### src/rtl/strat_pkg.sv
// Shared types, book constants and the imbalance compare for the imbalance strategy kernel.
package strat_pkg;

  typedef enum logic {
    SIDE_BUY  = 1'b0,
    SIDE_SELL = 1'b1
  } side_e;

  typedef enum logic [1:0] {
    ST_IDLE     = 2'd0,
    ST_HOLD     = 2'd1,
    ST_COOLDOWN = 2'd2
  } state_e;

  // Sentinel prices, truncated to the price width at the point of use.
  localparam logic [63:0] PRICE_EMPTY_BID = '0;
  localparam logic [63:0] PRICE_EMPTY_ASK = '1;

  localparam int CMP_W = 64;

  // True when a*den > b*num; products are widened so nothing is truncated.
  function automatic logic imb_cmp(input logic [CMP_W-1:0] a,
                                   input logic [CMP_W-1:0] b,
                                   input logic [15:0]      num,
                                   input logic [15:0]      den);
    logic [CMP_W+15:0] lhs;
    logic [CMP_W+15:0] rhs;
    lhs = {16'b0, a} * {{CMP_W{1'b0}}, den};
    rhs = {16'b0, b} * {{CMP_W{1'b0}}, num};
    return lhs > rhs;
  endfunction

endpackage

### src/rtl/strategy_kernel_imb_fsm_if.sv
// Book-update input bus and ready/valid order output bus of the imbalance kernel.
interface strategy_kernel_imb_fsm_if #(
  parameter int PRICE_W = 32,
  parameter int QTY_W   = 32
);
  logic               book_valid;
  logic [PRICE_W-1:0] best_bid_price;
  logic [QTY_W-1:0]   best_bid_qty;
  logic [PRICE_W-1:0] best_ask_price;
  logic [QTY_W-1:0]   best_ask_qty;

  logic               ord_valid;
  logic               ord_ready;
  logic               ord_side;
  logic [PRICE_W-1:0] ord_price;
  logic [QTY_W-1:0]   ord_qty;

  // The kernel is the master: it consumes the book and offers orders.
  modport master (
    input  book_valid, best_bid_price, best_bid_qty, best_ask_price, best_ask_qty,
    input  ord_ready,
    output ord_valid, ord_side, ord_price, ord_qty
  );

  modport slave (
    output book_valid, best_bid_price, best_bid_qty, best_ask_price, best_ask_qty,
    output ord_ready,
    input  ord_valid, ord_side, ord_price, ord_qty
  );
endinterface

### src/rtl/strat_imb_eval.sv
// Evaluation stage: book sanity, NUM/DEN imbalance compare, side/price/qty pick, one register stage.
module strat_imb_eval
  import strat_pkg::*;
#(
  parameter int PRICE_W   = 32,
  parameter int QTY_W     = 32,
  parameter int IMB_NUM   = 3,
  parameter int IMB_DEN   = 2,
  parameter int QTY_SHIFT = 1
) (
  input  logic               clk,
  input  logic               rst_n,
  input  logic               book_valid,
  input  logic [PRICE_W-1:0] bid_price,
  input  logic [QTY_W-1:0]   bid_qty,
  input  logic [PRICE_W-1:0] ask_price,
  input  logic [QTY_W-1:0]   ask_qty,
  output logic               e_valid,
  output side_e              e_side,
  output logic [PRICE_W-1:0] e_price,
  output logic [QTY_W-1:0]   e_raw_qty
);

  logic               book_ready;
  logic               buy;
  logic               sell;
  logic               e_valid_q,   e_valid_d;
  side_e              e_side_q,    e_side_d;
  logic [PRICE_W-1:0] e_price_q,   e_price_d;
  logic [QTY_W-1:0]   e_raw_qty_q, e_raw_qty_d;

  always_comb begin
    book_ready = (bid_price != PRICE_W'(PRICE_EMPTY_BID)) &&
                 (ask_price != PRICE_W'(PRICE_EMPTY_ASK)) &&
                 (bid_price < ask_price);
    buy  = book_ready && imb_cmp(CMP_W'(bid_qty), CMP_W'(ask_qty), 16'(IMB_NUM), 16'(IMB_DEN));
    sell = book_ready && imb_cmp(CMP_W'(ask_qty), CMP_W'(bid_qty), 16'(IMB_NUM), 16'(IMB_DEN));

    e_valid_d   = book_valid && (buy || sell);
    e_side_d    = e_side_q;
    e_price_d   = e_price_q;
    e_raw_qty_d = e_raw_qty_q;
    // BUY takes priority when both sides clear the threshold.
    if (book_valid && buy) begin
      e_side_d    = SIDE_BUY;
      e_price_d   = ask_price;
      e_raw_qty_d = bid_qty >> QTY_SHIFT;
    end else if (book_valid && sell) begin
      e_side_d    = SIDE_SELL;
      e_price_d   = bid_price;
      e_raw_qty_d = ask_qty >> QTY_SHIFT;
    end
  end

  always_ff @(posedge clk or negedge rst_n) begin
    if (!rst_n) begin
      e_valid_q   <= 1'b0;
      e_side_q    <= SIDE_BUY;
      e_price_q   <= '0;
      e_raw_qty_q <= '0;
    end else begin
      e_valid_q   <= e_valid_d;
      e_side_q    <= e_side_d;
      e_price_q   <= e_price_d;
      e_raw_qty_q <= e_raw_qty_d;
    end
  end

  assign e_valid   = e_valid_q;
  assign e_side    = e_side_q;
  assign e_price   = e_price_q;
  assign e_raw_qty = e_raw_qty_q;

endmodule

### src/rtl/strategy_kernel_imb_fsm.sv
// Imbalance strategy kernel: order FSM with ready/valid offer, cooldown, position-limit clipping and drop count.
module strategy_kernel_imb_fsm
  import strat_pkg::*;
#(
  parameter int PRICE_W      = 32,
  parameter int QTY_W        = 32,
  parameter int IMB_NUM      = 3,
  parameter int IMB_DEN      = 2,
  parameter int QTY_SHIFT    = 1,
  parameter int COOLDOWN_CYC = 16,
  parameter int MAX_POS      = 1000
) (
  input  logic                    clk,
  input  logic                    rst_n,
  input  logic                    enable,
  strategy_kernel_imb_fsm_if.master bus,
  output logic signed [QTY_W+1:0] position,
  output logic [15:0]             drop_cnt,
  output logic                    busy
);

  localparam int HW    = QTY_W + 3;
  localparam int CNT_W = (COOLDOWN_CYC > 1) ? $clog2(COOLDOWN_CYC) : 1;
  localparam logic signed [HW-1:0] MAX_POS_S = HW'(MAX_POS);

  logic               e_valid;
  side_e              e_side;
  logic [PRICE_W-1:0] e_price;
  logic [QTY_W-1:0]   e_raw_qty;

  state_e                  state_q,     state_d;
  logic                    ord_valid_q, ord_valid_d;
  side_e                   ord_side_q,  ord_side_d;
  logic [PRICE_W-1:0]      ord_price_q, ord_price_d;
  logic [QTY_W-1:0]        ord_qty_q,   ord_qty_d;
  logic signed [QTY_W+1:0] position_q,  position_d;
  logic [15:0]             drop_cnt_q,  drop_cnt_d;
  logic                    busy_q,      busy_d;
  logic [CNT_W-1:0]        cnt_q,       cnt_d;

  logic               handshake;
  logic signed [HW-1:0] pend_delta;
  logic signed [HW-1:0] pos_eff;
  logic signed [HW-1:0] headroom;
  logic signed [HW-1:0] raw_ext;
  logic [QTY_W-1:0]   clip_qty;
  logic               take;

  strat_imb_eval #(
    .PRICE_W   (PRICE_W),
    .QTY_W     (QTY_W),
    .IMB_NUM   (IMB_NUM),
    .IMB_DEN   (IMB_DEN),
    .QTY_SHIFT (QTY_SHIFT)
  ) u_eval (
    .clk        (clk),
    .rst_n      (rst_n),
    .book_valid (bus.book_valid),
    .bid_price  (bus.best_bid_price),
    .bid_qty    (bus.best_bid_qty),
    .ask_price  (bus.best_ask_price),
    .ask_qty    (bus.best_ask_qty),
    .e_valid    (e_valid),
    .e_side     (e_side),
    .e_price    (e_price),
    .e_raw_qty  (e_raw_qty)
  );

  always_comb begin
    handshake  = ord_valid_q && bus.ord_ready;
    pend_delta = '0;
    if (handshake) begin
      pend_delta = (ord_side_q == SIDE_BUY) ?  $signed({3'b000, ord_qty_q})
                                            : -$signed({3'b000, ord_qty_q});
    end
    // Clip against the position as it stands after any handshake completing this cycle.
    pos_eff  = HW'(position_q) + pend_delta;
    headroom = (e_side == SIDE_BUY) ? (MAX_POS_S - pos_eff) : (MAX_POS_S + pos_eff);
    raw_ext  = $signed({3'b000, e_raw_qty});
    if (headroom <= 0) begin
      clip_qty = '0;
    end else if (raw_ext < headroom) begin
      clip_qty = e_raw_qty;
    end else begin
      clip_qty = headroom[QTY_W-1:0];
    end
    take = e_valid && enable && (clip_qty != '0);

    state_d     = state_q;
    ord_valid_d = ord_valid_q;
    ord_side_d  = ord_side_q;
    ord_price_d = ord_price_q;
    ord_qty_d   = ord_qty_q;
    position_d  = position_q;
    drop_cnt_d  = drop_cnt_q;
    cnt_d       = cnt_q;

    case (state_q)
      ST_IDLE: begin
        if (take) begin
          ord_valid_d = 1'b1;
          ord_side_d  = e_side;
          ord_price_d = e_price;
          ord_qty_d   = clip_qty;
          state_d     = ST_HOLD;
        end
      end
      ST_HOLD: begin
        if (handshake) begin
          ord_valid_d = 1'b0;
          position_d  = (QTY_W+2)'(pos_eff);
          if (COOLDOWN_CYC == 0) begin
            state_d = ST_IDLE;
          end else begin
            state_d = ST_COOLDOWN;
            cnt_d   = CNT_W'(COOLDOWN_CYC - 1);
          end
        end
      end
      ST_COOLDOWN: begin
        if (cnt_q == '0) begin
          state_d = ST_IDLE;
        end else begin
          cnt_d = cnt_q - CNT_W'(1);
        end
      end
      default: state_d = ST_IDLE;
    endcase

    if (take && (state_q != ST_IDLE) && (drop_cnt_q != 16'hFFFF)) begin
      drop_cnt_d = drop_cnt_q + 16'd1;
    end
    busy_d = (state_d != ST_IDLE);
  end

  always_ff @(posedge clk or negedge rst_n) begin
    if (!rst_n) begin
      state_q     <= ST_IDLE;
      ord_valid_q <= 1'b0;
      ord_side_q  <= SIDE_BUY;
      ord_price_q <= '0;
      ord_qty_q   <= '0;
      position_q  <= '0;
      drop_cnt_q  <= '0;
      busy_q      <= 1'b0;
      cnt_q       <= '0;
    end else begin
      state_q     <= state_d;
      ord_valid_q <= ord_valid_d;
      ord_side_q  <= ord_side_d;
      ord_price_q <= ord_price_d;
      ord_qty_q   <= ord_qty_d;
      position_q  <= position_d;
      drop_cnt_q  <= drop_cnt_d;
      busy_q      <= busy_d;
      cnt_q       <= cnt_d;
    end
  end

  always @(posedge clk) begin
    if (rst_n) begin
      pos_limit_a: assert ((position_q <= MAX_POS_S) && (position_q >= -MAX_POS_S));
    end
  end

  assign bus.ord_valid = ord_valid_q;
  assign bus.ord_side  = ord_side_q;
  assign bus.ord_price = ord_price_q;
  assign bus.ord_qty   = ord_qty_q;
  assign position      = position_q;
  assign drop_cnt      = drop_cnt_q;
  assign busy          = busy_q;

endmodule

### src/flat_wrapper.sv
// flat-port wrapper written by rule: the top's interface ports become plain ports
module strategy_kernel_imb_fsm_flat import strat_pkg::*;
#(
  parameter int PRICE_W      = 32,
  parameter int QTY_W        = 32,
  parameter int IMB_NUM      = 3,
  parameter int IMB_DEN      = 2,
  parameter int QTY_SHIFT    = 1,
  parameter int COOLDOWN_CYC = 16,
  parameter int MAX_POS      = 1000
)
  (clk, rst_n, enable, position, drop_cnt, busy, bus_book_valid, bus_best_bid_price, bus_best_bid_qty, bus_best_ask_price, bus_best_ask_qty, bus_ord_ready, bus_ord_valid, bus_ord_side, bus_ord_price, bus_ord_qty);
  strategy_kernel_imb_fsm_if #(.PRICE_W(PRICE_W), .QTY_W(QTY_W)) bus_i ();
  input  logic clk;
  input  logic rst_n;
  input  logic enable;
  output logic signed [QTY_W+1:0] position;
  output logic [15:0] drop_cnt;
  output logic busy;
  input wire logic [$bits(bus_i.book_valid)-1:0] bus_book_valid;
  input wire logic [$bits(bus_i.best_bid_price)-1:0] bus_best_bid_price;
  input wire logic [$bits(bus_i.best_bid_qty)-1:0] bus_best_bid_qty;
  input wire logic [$bits(bus_i.best_ask_price)-1:0] bus_best_ask_price;
  input wire logic [$bits(bus_i.best_ask_qty)-1:0] bus_best_ask_qty;
  input wire logic [$bits(bus_i.ord_ready)-1:0] bus_ord_ready;
  output wire logic [$bits(bus_i.ord_valid)-1:0] bus_ord_valid;
  output wire logic [$bits(bus_i.ord_side)-1:0] bus_ord_side;
  output wire logic [$bits(bus_i.ord_price)-1:0] bus_ord_price;
  output wire logic [$bits(bus_i.ord_qty)-1:0] bus_ord_qty;
  assign bus_i.book_valid = bus_book_valid;
  assign bus_i.best_bid_price = bus_best_bid_price;
  assign bus_i.best_bid_qty = bus_best_bid_qty;
  assign bus_i.best_ask_price = bus_best_ask_price;
  assign bus_i.best_ask_qty = bus_best_ask_qty;
  assign bus_i.ord_ready = bus_ord_ready;
  assign bus_ord_valid = bus_i.ord_valid;
  assign bus_ord_side = bus_i.ord_side;
  assign bus_ord_price = bus_i.ord_price;
  assign bus_ord_qty = bus_i.ord_qty;
  strategy_kernel_imb_fsm #(.PRICE_W(PRICE_W), .QTY_W(QTY_W), .IMB_NUM(IMB_NUM), .IMB_DEN(IMB_DEN), .QTY_SHIFT(QTY_SHIFT), .COOLDOWN_CYC(COOLDOWN_CYC), .MAX_POS(MAX_POS)) u_core (.clk(clk), .rst_n(rst_n), .enable(enable), .bus(bus_i), .position(position), .drop_cnt(drop_cnt), .busy(busy));
endmodule
### config.mk
export PLATFORM = sky130hd
export DESIGN_NAME = strategy_kernel_imb_fsm_flat
export DESIGN_NICKNAME = d
export VERILOG_FILES = /design/src/rtl/strat_pkg.sv /design/src/rtl/strategy_kernel_imb_fsm_if.sv /design/src/rtl/strat_imb_eval.sv /design/src/rtl/strategy_kernel_imb_fsm.sv /design/src/flat_wrapper.sv
export SDC_FILE = /design/constraint.sdc
export NUM_CORES = 1
export LEC_CHECK = 0
export CORE_ASPECT_RATIO = 0.9
export CORE_MARGIN = 5
export CORE_UTILIZATION = 40
export CTS_BUF_LIST = sky130_fd_sc_hd__clkbuf_8
export DETAILED_ROUTE_END_ITERATION = 7
export DONT_BUFFER_PORTS = 1
export PLACE_DENSITY = 0.55
export SLEW_MARGIN = 0
export SYNTH_ARGS = -nofsm -noshare
export SYNTH_HDL_FRONTEND = slang
export SYNTH_SLANG_ARGS = --single-unit
### constraint.sdc
create_clock -name clk -period 11.3 [get_ports clk]
set_input_delay 2.825 -clock clk [delete_from_list [all_inputs] [get_ports clk]]
set_output_delay 2.825 -clock clk [all_outputs]
set_load 0.03 [all_outputs]
==> results of run 1 <==
[Yosys cell counts, types with 13 or more instances]
master and n:
sky130_fd_sc_hd__nand4_1 59, sky130_fd_sc_hd__nand3_1 55, sky130_fd_sc_hd__o31ai_1 27, sky130_fd_sc_hd__dfrtp_1 188
sky130_fd_sc_hd__inv_1 95, sky130_fd_sc_hd__a31oi_1 21, sky130_fd_sc_hd__nand2b_1 21, sky130_fd_sc_hd__nor3_1 50
sky130_fd_sc_hd__mux2_4 27, sky130_fd_sc_hd__o211ai_1 16, sky130_fd_sc_hd__mux2i_1 74, sky130_fd_sc_hd__xnor2_1 73
sky130_fd_sc_hd__o21bai_1 16, sky130_fd_sc_hd__clkbuf_1 63, sky130_fd_sc_hd__or2_2 26, sky130_fd_sc_hd__and3_1 27
sky130_fd_sc_hd__nor2b_1 34, sky130_fd_sc_hd__xor2_1 61, sky130_fd_sc_hd__buf_2 13, sky130_fd_sc_hd__or3_1 28
sky130_fd_sc_hd__o21ai_0 122, sky130_fd_sc_hd__mux2_2 98, sky130_fd_sc_hd__a21o_1 75, sky130_fd_sc_hd__or4_1 17
sky130_fd_sc_hd__nor4_1 38, sky130_fd_sc_hd__a211oi_1 32, sky130_fd_sc_hd__a21oi_1 119, sky130_fd_sc_hd__nor2_1 145
sky130_fd_sc_hd__nand2_1 144, sky130_fd_sc_hd__and2_1 13, sky130_fd_sc_hd__ha_1 234
[path summary, 6_finish.rpt]
kind                       slack, ns                               from                               endpoint  cells past startpoint
setup / recovery                0.96                      bus_ord_ready      u_core.bus.ord_qty[2]$_DFFE_PN0P_                     28
hold / removal                  0.48        u_core.cnt_q[0]$_DFFE_PN0P_            u_core.cnt_q[0]$_DFFE_PN0P_                      1
setup reg to reg                1.38  u_core.bus.ord_qty[7]$_DFFE_PN0P_      u_core.bus.ord_qty[2]$_DFFE_PN0P_                     33
hold reg to reg                 0.48        u_core.cnt_q[0]$_DFFE_PN0P_            u_core.cnt_q[0]$_DFFE_PN0P_                      1
max in group asynchronous       9.01                              rst_n  u_core.u_eval.e_price[15]$_DFFE_PN0P_                      0
min in group asynchronous       1.94                              rst_n         u_core.position[1]$_DFFE_PN0P_                      0
[metrics by stage]
| step | power, W | setup WS (ns) |
|---|---|---|
| 2_1_floorplan | 0.001808 | 1.613 |
| 3_3_place_gp | 0.002091 | 0.6348 |
| 3_5_place_dp | 0.002115 | 0.5221 |
| 4_1_cts | 0.002632 | 1.144 |
| 5_1_grt | 0.002821 | 0.5168 |
| 6_report | 0.002614 | 0.9577 |
[flip-flops by register name (all words and copies together), names as in the netlist]
register / cells
u_core.u_eval.e_raw_qty: 31
u_core.cnt_q: 4
u_core.position: 34
u_core.bus.ord_side: 1
u_core.state_q: 2
u_core.drop_cnt: 16
u_core.u_eval.e_price: 32
u_core.u_eval.e_side: 1
u_core.u_eval.e_valid: 1
u_core.bus.ord_price: 32
u_core.bus.ord_valid: 1
u_core.bus.ord_qty: 32
u_core.busy: 1
[power groups by stage]
stage,registers (W),clock network (W),logic (W)
after floorplan,0.000893,0,0.000915
after global placement,0.000948,0,0.00114
after detailed placement,0.000953,0,0.00116
after CTS,0.000940,0.000521,0.00117
after global routing,0.000958,0.000545,0.00132
final,0.000939,0.000500,0.00117
[worst max-delay path, cell delays in order]
cell and delay (ns):
sky130_fd_sc_hd__nand2_1 0.36, sky130_fd_sc_hd__buf_4 0.37, sky130_fd_sc_hd__nor2_1 0.09, sky130_fd_sc_hd__ha_1 0.55, sky130_fd_sc_hd__nand2_1 0.19, sky130_fd_sc_hd__nor4_1 0.32
sky130_fd_sc_hd__and3_1 0.41, sky130_fd_sc_hd__or4_1 0.18, sky130_fd_sc_hd__nand3_2 0.21, sky130_fd_sc_hd__or4_4 0.64, sky130_fd_sc_hd__or4_1 0.57, sky130_fd_sc_hd__nor3_1 0.19
sky130_fd_sc_hd__nor3_1 0.06, sky130_fd_sc_hd__nor4_1 0.49, sky130_fd_sc_hd__inv_1 0.14, sky130_fd_sc_hd__ha_1 0.32, sky130_fd_sc_hd__nand4_1 0.09, sky130_fd_sc_hd__nor2_1 0.15
sky130_fd_sc_hd__nand2_1 0.08, sky130_fd_sc_hd__nor2_1 0.15, sky130_fd_sc_hd__o2111ai_1 0.14, sky130_fd_sc_hd__nand4_1 0.12, sky130_fd_sc_hd__nand4_1 0.14, sky130_fd_sc_hd__nor2_1 0.41
sky130_fd_sc_hd__mux2_2 0.44, sky130_fd_sc_hd__a311oi_4 0.32, sky130_fd_sc_hd__buf_4 0.40, sky130_fd_sc_hd__mux2_2 0.38
[logic make-up after synthesis]
| logic type | Yosys count | share of synthesized area, % |
|---|---|---|
| simple gates | 704 | 18.98 |
| compound gates | 579 | 20.16 |
| fa+ha+maj | 237 | 15.29 |
| mux | 199 | 11.51 |
| flops | 188 | 24.07 |
| buf+inv | 185 | 3.911 |
| xor+xnor | 135 | 6.087 |
[metal layers]
metal  wire length [microns]  global-route usage (%)  part of all wire, %
met5                       0                       0                    0
met4                    1611                   6.846                  2.6
met3                    3765                   4.911                  6.0
met1                   29670                   31.63                   47
met2                   27460                   34.85                   44
[area by class of cell]
| type | count | area [sq um] |
|---|---|---|
| Timing Repair Buffer | 24 | 205.2 |
| Multi-Input combinational cell | 1854 | 14110 |
| Clock inverter | 15 | 195.2 |
| Sequential cell | 188 | 4705 |
| Clock buffer | 17 | 234.0 |
| Fill cell | 4836 | 27530 |
| Tap cell | 624 | 780.7 |
| Inverter | 95 | 356.6 |
==> results.txt, run 1 <==
The run finished with clean final reports. The depth of the CTS H-tree came out at 4. The post-layout minimum cycle time came out at 10.34 ns. The number of non-filler instances in the completed layout is 2817.

The highest net fanout along the worst path is 31. The clock share of power came out at 19.1%. The wire length of the first global-routing pass is 95010 microns.

The library cell used most frequently in the layout, excluding fill and tap cells, is sky130_fd_sc_hd__ha_1. The starting density of the core is 40.63%. The max-cap violation count came out at 0.

The synthesized design contains 0 enable-type register cells. The clock root buffer master is sky130_fd_sc_hd__clkbuf_8. Internal power comes to 0.001522 W. The die is 243.0 microns wide. Setup violations remaining at the end of the flow were counted as 0. The initial detailed-routing violation count is 1088. The count of buffers added on input and output ports is 0. The most used flip-flop cell after synthesis is sky130_fd_sc_hd__dfrtp_1. The maximum clock insertion buffer count is 2.

The number of top-level pins came out at 250. The fraction of power spent switching nets came out at 41.78%. The total of hold buffers inserted after clock tree synthesis came out at 0.

The standby leakage power is 9.727 nW. Sequential cells burn 35.9% of the power. The count of clock tree sinks came out at 188. Setup repair after global routing left no endpoint under its margin. The initial antenna violation count is 0. The synthesized area divided by synthesized cell count came out at 8.778 sq um.

Cells fill 42.78% of the core in the end. TritonCTS created 17 clock buffers. Leaving out fill and tap cells, the most frequent cells in the layout are sky130_fd_sc_hd__ha_1 (234), sky130_fd_sc_hd__dfrtp_1 (188), sky130_fd_sc_hd__nor2_1 (145), sky130_fd_sc_hd__nand2_1 (144), sky130_fd_sc_hd__o21ai_0 (122). The cell type contributing the most total cell area after synthesis is sky130_fd_sc_hd__dfrtp_1. The critical path is of the in2reg type. Using the TritonRoute via totals, the vias-per-cell ratio works out to 6.069.

The setup TNS is 0 ns. The number of global-route vias before repair is 16280. The synthesized netlist net count came out at 2597.

The register clock-pin slew on the reported worst setup and hold paths came out at 0.11 ns. The post-CTS resize count came out at 0. The synthesized design contains 188 register bits. The wire-length estimate of the detail-placed layout is 50740 microns. The upper clock frequency limit is 0.09669 GHz. The routed layout has 17097 vias. The remaining global-route overflow is 0. The row count came out at 76. The share of Yosys cell area claimed by the top area cell type is 24.07%. The hold slack came out at 0.4787 ns. The number of antenna repair diodes came out at 0.

The worst supply voltage drop on vdd is 0.09028 mV. Sorting the synthesized cells by area gives the leading types as sky130_fd_sc_hd__dfrtp_1 (24%), sky130_fd_sc_hd__ha_1 (15%), sky130_fd_sc_hd__mux2_2 (5.6%). The post-detailed-route wirelength per cell came out at 22.19 microns.

The post-detailed-placement cell area came out at 20150 sq um. In this run the power spent charging and discharging nets is 0.001092 W. STA puts the critical path data arrival time at 10.81 ns. The source-to-sink clock delay at the later pin of the worst-skew pair came out at 0.58 ns. The DRC violations left is 0. The number of cells in the design after placement is 2785. For this run, the post-layout net count is 2550. STA classifies the critical path endpoint as a flop. The area added between synthesis and finish is 5.300%. The count of nets left with antenna violations after detail routing came out at 0. The placer congestion estimate is 0.9373. The area of the die is 53400 sq um.

The pin count of the biggest net entering global routing came out at 189. For the pin with the worst max-slew slack, the measured transition is 0.9865 ns. The number of failing hold endpoints at the final stage came out at 0. The worst hold path belongs to the class reg2reg. The cell count after synthesis came out at 2227.

Sequential cells were found to cover 24.07% of the synthesized design area. After routing the design area is 20580 sq um. The die height is 219.7 microns.

For the final database, setup skew stands at 0.02262 ns. The core footprint came out at 48120 sq um. For the worst setup path, the data required time is 11.77 ns.

Combinational cells account for 44.9% of the total power. The fraction of synthesis flops using an asynchronous set or reset pin came out at 100.0%. The ratio of total power to cell area is 127.0 nW/um^2. The cell area after synthesis is 19550 sq um. The pre-antenna-repair detailed-routing pass consisted of 5 iterations. The worst setup path is launched from an input pin. In the finished design, the share of the clock period the worst path needs comes to 91.52%. The number of different library cells used by synthesis comes to 95. The count of buffers added by post-CTS timing repair for setup came out at 0. TritonCTS built the clock tree. In the final layout, the share of cells above drive strength 1 is 11.08%. The final wirelength came out at 62500 microns. The overall routing resource usage came out at 22.52%. The total count of max-transition violations in the final report is 0.

During synthesis, Yosys emitted a total of 0 warnings. The worst slew margin relative to its limit came out at 33.95%.
(Power assumes the default switching activity.)
==> inputs of run 2 (changes only) <==
--- a/config.mk
+++ b/config.mk
@@ -9,9 +9,10 @@
 export CORE_MARGIN = 5
 export CORE_UTILIZATION = 40
 export CTS_BUF_LIST = sky130_fd_sc_hd__clkbuf_8
+export CTS_CLUSTER_DIAMETER = 120
 export DETAILED_ROUTE_END_ITERATION = 7
 export DONT_BUFFER_PORTS = 1
-export PLACE_DENSITY = 0.55
+export PLACE_DENSITY = 0.58
 export SLEW_MARGIN = 0
 export SYNTH_ARGS = -nofsm -noshare
 export SYNTH_HDL_FRONTEND = slang
==> results.txt, run 2 (synthesis gave the netlist of run 1 again) <==
STA classifies the critical path endpoint as a flop. The total count of max-transition violations in the final report is 0 (unchanged). The required time of the critical path is 11.75 ns (-0.02 ns). The clock share of power is 19.4% (+0.3 points). The number of buffers inserted during clock tree synthesis is 17 (unchanged). The count of clock tree sinks came out at 188 (unchanged). The initial detailed-routing violation count is 1290 (+19%).

The final worst setup slack came to 0.9757 ns (+0.01799 ns). The hold slack came to 0.4808 ns (+0.002027 ns). The library cell used most frequently in the layout, excluding fill and tap cells, is sky130_fd_sc_hd__ha_1. The net switching power of the design is 0.001100 W (+0.74%). The setup TNS came out at 0 ns (unchanged). The count of buffers from port buffering was 0 (unchanged). The DRC violations left is 0 (unchanged). The final wirelength is 62550 microns (about the same). The total via count after detailed routing came to 17116 (+0.11%). The worst slew margin relative to its limit was 36.17% (+2.2 points). The depth of the CTS H-tree was 4 (unchanged). The worst setup path is launched from an input pin. The actual transition at the worst max-transition pin came out at 0.9487 ns (-0.03777 ns).

The pre-CTS setup slack came out at 0.5227 ns (+0.0006020 ns). The final-stage net count is 2550 (unchanged). The wire length of the first global-routing pass came to 97040 microns (+2.1%).

The total of hold buffers inserted after clock tree synthesis came out at 0 (unchanged). The max-cap violation count is 0 (unchanged). The die height was 219.7 microns (unchanged). CTS placed an instance of sky130_fd_sc_hd__clkbuf_8 at the clock tree root.

The row count is 76 (unchanged). The post-layout minimum cycle time is 10.32 ns (-0.01799 ns). The largest clock skew in the final design is 0.02755 ns (+0.004929 ns). The source-to-sink clock delay at the later pin of the worst-skew pair is 0.58 ns (about the same). The power share of the combinational group is 44.7% (-0.2 points). The flow ran to the end, and the final reports show no timing, DRC or antenna violations.

In the layout the commonest cells are sky130_fd_sc_hd__ha_1 (234), sky130_fd_sc_hd__dfrtp_1 (188), sky130_fd_sc_hd__nor2_1 (145), sky130_fd_sc_hd__nand2_1 (144), sky130_fd_sc_hd__o21ai_0 (122). The share of post-route cells with drive strength above 1 is 11.08% (unchanged). The count of nets left with antenna violations after detail routing is 0 (unchanged). The upper clock frequency limit is 0.09686 GHz (+0.17%). The number of failing hold endpoints at the final stage came out at 0 (unchanged). The starting density of the core came to 40.63% (unchanged). The ratio of final minimum period to clock period was 91.37% (-0.16 points). The maximum clock insertion buffer count is 2 (unchanged).

The number of endpoints failing setup at the final stage came out at 0 (unchanged). The fraction of power spent switching nets is 41.89% (+0.11 points). The fraction of the core area covered by cells at the end of the flow is 42.80% (about the same). The pin count of the biggest net entering global routing came out at 189 (unchanged). The data arrival time at the worst-slack endpoint came out at 10.78 ns (-0.03 ns). The highest net fanout along the worst path is 76 (+150%). Setup repair after global routing left no endpoint under its margin.

The worst supply voltage drop on vdd came out at 0.07262 mV (-20%). The register clock-pin slew on the reported worst setup and hold paths came out at 0.12 ns (about the same). The remaining global-route overflow came out at 0 (unchanged).

The iteration count of the initial detailed-routing pass is 5 (unchanged). The area of the die is 53400 sq um (unchanged). The ratio of total power to cell area was 127.5 nW/um^2 (+0.40%). The critical path is of the in2reg type.

The initial antenna violation count is 0 (unchanged). The overall routing resource usage came to 22.84% (+0.33 points). The design internal power came out at 0.001526 W (+0.27%). The power share of the sequential group came out at 35.8% (about the same). The total power came to 0.002626 W (+0.47%). The standby leakage power was 9.739 nW (+0.12%).

The count of buffers added by post-CTS timing repair for setup came out at 0 (unchanged). The width of the chip came out at 243.0 microns (unchanged). The min-delay analysis places its worst path in the category reg2reg. The number of global-route vias before repair came out at 16720 (+2.7%). The post-CTS resize count is 0 (unchanged). The placer congestion estimate came to 0.9286 (-0.93%). The core footprint was 48120 sq um (unchanged).

The area added between synthesis and finish came to 5.364% (about the same). The number of flip-flops under the largest register name came to 34 (unchanged). The via count normalized by instance count came out at 6.074 (about the same). The number of top-level pins was 250 (unchanged). The post-detailed-placement half-perimeter wirelength is 50700 microns (about the same). The CTS tree is yes. The post-detailed-route wirelength per cell is 22.20 microns (about the same).
run 2: changes by cell type in the layout (fill, tap and decap cells not counted):
cell                         delta
sky130_fd_sc_hd__inv_12         +2
sky130_fd_sc_hd__clkinv_8       -1
sky130_fd_sc_hd__clkinv_4       +1
sky130_fd_sc_hd__diode_2        +1
sky130_fd_sc_hd__clkinvlp_4     -2
run 2: cell type report:
| type | instances | area, sq um |
|---|---|---|
| Fill cell | 4831 | 27520 |
| Multi-Input combinational cell | 1854 | 14110 |
| Sequential cell | 188 | 4705 |
| Tap cell | 624 | 780.7 |
| Inverter | 95 | 356.6 |
| Clock buffer | 17 | 234.0 |
| Clock inverter | 15 | 205.2 |
| Timing Repair Buffer | 24 | 205.2 |
| Antenna cell | 1 | 2.502 |
run 2: layer usage:
metal / vias to the layer above / GRT usage, % / wire length, microns
met2: 457 / 35.70 / 27660
met5: - / 0 / 0
met4: 0 / 7.129 / 1873
li1: 8264 / - / -
met3: 93 / 5.372 / 3954
met1: 8302 / 31.50 / 29060
run 2: final timing paths:
path,from,to,slack [ns],depth (start not counted)
worst max-delay path,bus_ord_ready,u_core.bus.ord_qty[5]$_DFFE_PN0P_,0.98,27
worst min-delay path,u_core.cnt_q[0]$_DFFE_PN0P_,u_core.cnt_q[0]$_DFFE_PN0P_,0.48,1
worst max register to register,u_core.bus.ord_qty[7]$_DFFE_PN0P_,u_core.bus.ord_qty[5]$_DFFE_PN0P_,1.38,32
worst min register to register,u_core.cnt_q[0]$_DFFE_PN0P_,u_core.cnt_q[0]$_DFFE_PN0P_,0.48,1
max in group asynchronous,rst_n,u_core.u_eval.e_raw_qty[1]$_DFFE_PN0P_,9.05,0
min in group asynchronous,rst_n,u_core.position[32]$_DFFE_PN0P_,1.95,0
run 2: power by group through the flow:
stage | clock network [W] | registers (W) | logic, W
after floorplan | 0 | 0.000893 | 0.000915
after global placement | 0 | 0.000952 | 0.00114
after detailed placement | 0 | 0.000956 | 0.00116
after CTS | 0.000530 | 0.000942 | 0.00117
after global routing | 0.000554 | 0.000958 | 0.00132
final | 0.000510 | 0.000941 | 0.00117
run 2: metrics by stage:
stage	cell area, sq um	instances
5_1_grt	20590	2817
2_1_floorplan	19550	2227
4_1_cts	20590	2817
6_report	20600	2818
3_5_place_dp	20150	2785
3_3_place_gp	20150	2785
run 2: worst max-delay path, cell delays in order:
cell and delay [ns]:
sky130_fd_sc_hd__nand2_1 0.41, sky130_fd_sc_hd__nor2_1 0.14, sky130_fd_sc_hd__ha_1 0.56, sky130_fd_sc_hd__o21ai_0 0.22, sky130_fd_sc_hd__nor4b_2 0.57, sky130_fd_sc_hd__a211oi_1 0.10, sky130_fd_sc_hd__o211ai_1 0.68, sky130_fd_sc_hd__o21ai_0 0.19
sky130_fd_sc_hd__or4_1 0.56, sky130_fd_sc_hd__nor3_2 0.38, sky130_fd_sc_hd__nand2_1 0.17, sky130_fd_sc_hd__and3_1 0.21, sky130_fd_sc_hd__nor4_1 0.40, sky130_fd_sc_hd__inv_1 0.17, sky130_fd_sc_hd__ha_1 0.33, sky130_fd_sc_hd__nand4_1 0.10
sky130_fd_sc_hd__nor2_1 0.06, sky130_fd_sc_hd__nand2_1 0.07, sky130_fd_sc_hd__nor2_1 0.06, sky130_fd_sc_hd__a2111oi_0 0.42, sky130_fd_sc_hd__nand4_1 0.18, sky130_fd_sc_hd__nand4_1 0.19, sky130_fd_sc_hd__o21ba_1 0.20, sky130_fd_sc_hd__mux2_4 0.35
sky130_fd_sc_hd__a311oi_4 0.35, sky130_fd_sc_hd__buf_12 0.44, sky130_fd_sc_hd__mux2_2 0.39
==> inputs of run 3 (changes only) <==
--- a/config.mk
+++ b/config.mk
@@ -12,7 +12,7 @@
 export CTS_CLUSTER_DIAMETER = 120
 export DETAILED_ROUTE_END_ITERATION = 7
 export DONT_BUFFER_PORTS = 1
-export PLACE_DENSITY = 0.58
+export PLACE_DENSITY = 0.6
 export SLEW_MARGIN = 0
 export SYNTH_ARGS = -nofsm -noshare
 export SYNTH_HDL_FRONTEND = slang
==> constraint.sdc (replaced) <==
create_clock -name clk -period 8.3 [get_ports clk]
set_input_delay 2.075 -clock clk [delete_from_list [all_inputs] [get_ports clk]]
set_output_delay 2.075 -clock clk [all_outputs]
set_load 0.03 [all_outputs]
==> results.txt, run 3 (synthesis gave the netlist of run 1 again) <==
The run finished, with violations left. The checks that failed: setup timing. The die height came out at 219.7 microns (unchanged). The slowest cell on the critical path is sky130_fd_sc_hd__or4_4.

The final worst setup slack came out at -0.2249 ns (-1.201 ns). The startpoint of the worst register-to-register path is u_core.bus.ord_qty[8]$_DFFE_PN0P_. The count of nets left with antenna violations after detail routing came to 0 (unchanged).

The depth of the CTS H-tree came out at 4 (unchanged). STA classifies the critical path startpoint as a flop. The library cell used most frequently in the layout, excluding fill and tap cells, is sky130_fd_sc_hd__buf_4.

Static timing analysis puts the maximum clock frequency at 0.1173 GHz. The number of buffers inserted during clock tree synthesis is 17 (unchanged). The wire length of the first global-routing pass is 107500 microns (+11%). The critical path is of the reg2reg type.

The clock root buffer master is sky130_fd_sc_hd__clkbuf_8. The ratio of total power to cell area came out at 156.8 nW/um^2 (+23%). Compared with the post-synthesis result, the final layout area differs by 25.38%. The global routing usage on met2 came out at 41.05% (+5.3 points).

The final-stage net count is 2971 (+17%). The via count normalized by instance count came to 5.906 (-2.8%). The met3 track demand over resource in global routing is 5.469% (+0.097 points). The internal reg-to-reg setup slack came to -0.22 ns (-1.60 ns).

The register clock-pin slew on the reported worst setup and hold paths came out at 0.12 ns (about the same). The area of the die came out at 53400 sq um (unchanged). The cell depth of the worst hold path is 1 (unchanged). The required time of the critical path came out at 8.81 ns (-2.94 ns). The iteration count of the initial detailed-routing pass came to 5 (unchanged). The layer with the highest usage is met2.

The endpoint class of the critical path is a flop. The final wirelength is 69320 microns (+11%). The filler cell count was 4540 (-6.0%). The initial antenna violation count is 1 (+1). The number of global-route vias before repair is 19072 (+14%). The overall routing resource usage is 25.24% (+2.4 points). The largest clock skew in the final design is 0.03144 ns (+0.003888 ns). The most prevalent standard cell on the critical path is sky130_fd_sc_hd__buf_4. The max-cap violation count was 0 (unchanged).

The data arrival time at the worst-slack endpoint came out at 9.03 ns (-1.75 ns). The highest net fanout along the worst path is 5 (-93%). The worst hold path belongs to the class reg2reg. The starting density of the core was 40.63% (unchanged). The setup TNS came to -1.200 ns (-1.200 ns). Setup repair after global routing could not meet its margin everywhere. The post-detailed-route wirelength per cell came out at 21.39 microns (-3.6%). The largest stage delay on the critical path came out at 0.43 ns (-0.25 ns). The startpoint of the worst hold path is u_core.cnt_q[0]$_DFFE_PN0P_. The number of flip-flops under the largest register name is 34 (unchanged).

The initial detailed-routing violation count came out at 1456 (+13%). The number of endpoints failing setup at the final stage came to 30 (+30). The standby leakage power came out at 11.91 nW (+22%). The family with the most delay on the worst path is buffers and inverters. The global routing usage on met1 is 34.30% (+2.8 points). The hold slack is 0.4789 ns (-0.001911 ns). The count of clock tree sinks is 188 (unchanged). Leaving out fill and tap cells, the most frequent cells in the layout are sky130_fd_sc_hd__buf_4 (421), sky130_fd_sc_hd__ha_1 (228), sky130_fd_sc_hd__dfrtp_1 (185), sky130_fd_sc_hd__nor2_1 (141), sky130_fd_sc_hd__nand2_1 (141). The core footprint came to 48120 sq um (unchanged). The share of post-route cells with drive strength above 1 came to 28.88% (+18 points).

The post-detailed-placement half-perimeter wirelength came to 54810 microns (+8.1%). The number of failing hold endpoints at the final stage came to 0 (unchanged). The number of non-filler instances in the completed layout is 3240 (+15%). The placer congestion estimate is 0.9755 (+5.1%). The total via count after detailed routing came out at 19135 (+12%). The cell count of the worst reg-to-reg path came out at 51 (+59%).

The DRC violations left came out at 0 (unchanged). The remaining global-route overflow is 0 (unchanged). The number of top-level pins came to 250 (unchanged). The pin count of the biggest net entering global routing came to 189 (unchanged).

The ratio of final minimum period to clock period came out at 102.7%. The worst supply voltage drop on vdd came out at 0.1290 mV (+78%). The post-layout minimum cycle time came out at 8.525 ns.

The path with the worst hold slack has its endpoint at u_core.cnt_q[0]$_DFFE_PN0P_. The total power came to 0.003844 W (+46%). TritonCTS built the clock tree. The source-to-sink clock delay at the later pin of the worst-skew pair is 0.59 ns (about the same).

The total of hold buffers inserted after clock tree synthesis came out at 0 (unchanged). The number of buffer and inverter stages on the critical path was 37 (+35). The actual transition at the worst max-transition pin was 0.9244 ns (-0.02431 ns). In this run the critical register-to-register path is captured at u_core.position[25]$_DFFE_PN0P_. The width of the chip is 243.0 microns (unchanged).

The total count of max-transition violations in the final report is 0 (unchanged). The worst slew margin relative to its limit is 38.31% (+2.1 points). The count of buffers from port buffering came to 0 (unchanged).

The number of cells in the design after placement is 3121 (+12%). The row count is 76 (unchanged). The maximum clock insertion buffer count came out at 2 (unchanged).
==> run 3: cell types whose count changed in the layout (fill, tap and decap cells not counted), sizes merged <==
cell	before	now
diode	1	2
buf	24	444
bufbuf	0	1
clkinvlp	0	3
clkinv	5	2
clkbuf	17	18
bufinv	1	0
==> run 3: repair_timing <==
action	in CTS	in global routing
setup endpoints to repair	85	148
cloned	3	0
resized for setup	64	56
buffers inserted	71	12
pin swaps	28	16
==> run 3: power breakdown <==
part           switching, W  internal, W  leakage (nW)  total, W
Clock              0.000399     0.000226         0.187  0.000625
Sequential         0.000208      0.00108          2.45   0.00129
Combinational      0.000978     0.000950          9.27   0.00193
Total               0.00158      0.00226          11.9   0.00384
==> run 3: worst register-to-register path, delay by kind of cell, from the launching register on <==
kind	cells	cell delay, ns
buf+inv	37	4.63
simple gates	8	2.07
compound gates	4	0.76
flops	1	0.42
fa+ha+maj	1	0.31
xor+xnor	1	0.25
==> run 3: worst max path at each step <==
| stage | to | start | slack, ns | cells after the start |
|---|---|---|---|---|
| after floorplan | u_core.u_eval.e_price[10]$_DFFE_PN0P_ | bus_best_bid_qty[0] | -0.12 | 31 |
| after global placement | u_core.drop_cnt[14]$_DFFE_PN0P_ | bus_ord_ready | -0.64 | 29 |
| after detailed placement | u_core.drop_cnt[14]$_DFFE_PN0P_ | bus_ord_ready | -0.67 | 29 |
| after CTS | u_core.drop_cnt[14]$_DFFE_PN0P_ | u_core.bus.ord_qty[8]$_DFFE_PN0P_ | -0.02 | 35 |
| after global routing | u_core.position[25]$_DFFE_PN0P_ | u_core.bus.ord_qty[8]$_DFFE_PN0P_ | -0.42 | 51 |
| final | u_core.position[25]$_DFFE_PN0P_ | u_core.bus.ord_qty[8]$_DFFE_PN0P_ | -0.22 | 51 |
==> run 3: metrics by stage <==
step,setup slack [ns],util (%),cell area (sq um)
floorplan,-0.1220,-,19710
global placement,-0.6366,47.52,22860
detailed placement,-0.6652,47.52,22860
CTS,-0.01768,50.18,24150
global route,-0.4170,50.93,24500
finish,-0.2249,50.94,24510
==> run 3: final cells by class <==
| class | instances | area [sq um] | area share, % |
|---|---|---|---|
| Antenna cell | 2 | 5.005 | 0.02042 |
| Timing Repair Buffer | 445 | 3581 | 14.61 |
| Sequential cell | 188 | 4708 | 19.21 |
| Tap cell | 624 | 780.7 | 3.186 |
| Multi-Input combinational cell | 1854 | 14700 | 59.98 |
| Clock inverter | 14 | 128.9 | 0.5258 |
| Inverter | 95 | 356.6 | 1.455 |
| Clock buffer | 18 | 247.7 | 1.011 |
==> run 3: routing by layer <==
layer / vias to the layer above / wire [microns] / share of wire (%)
li1: 9124 / - / -
met1: 9348 / 31660 / 46
met2: 568 / 31910 / 46
met3: 95 / 4209 / 6.1
met4: 0 / 1533 / 2.2
met5: - / 0 / 0
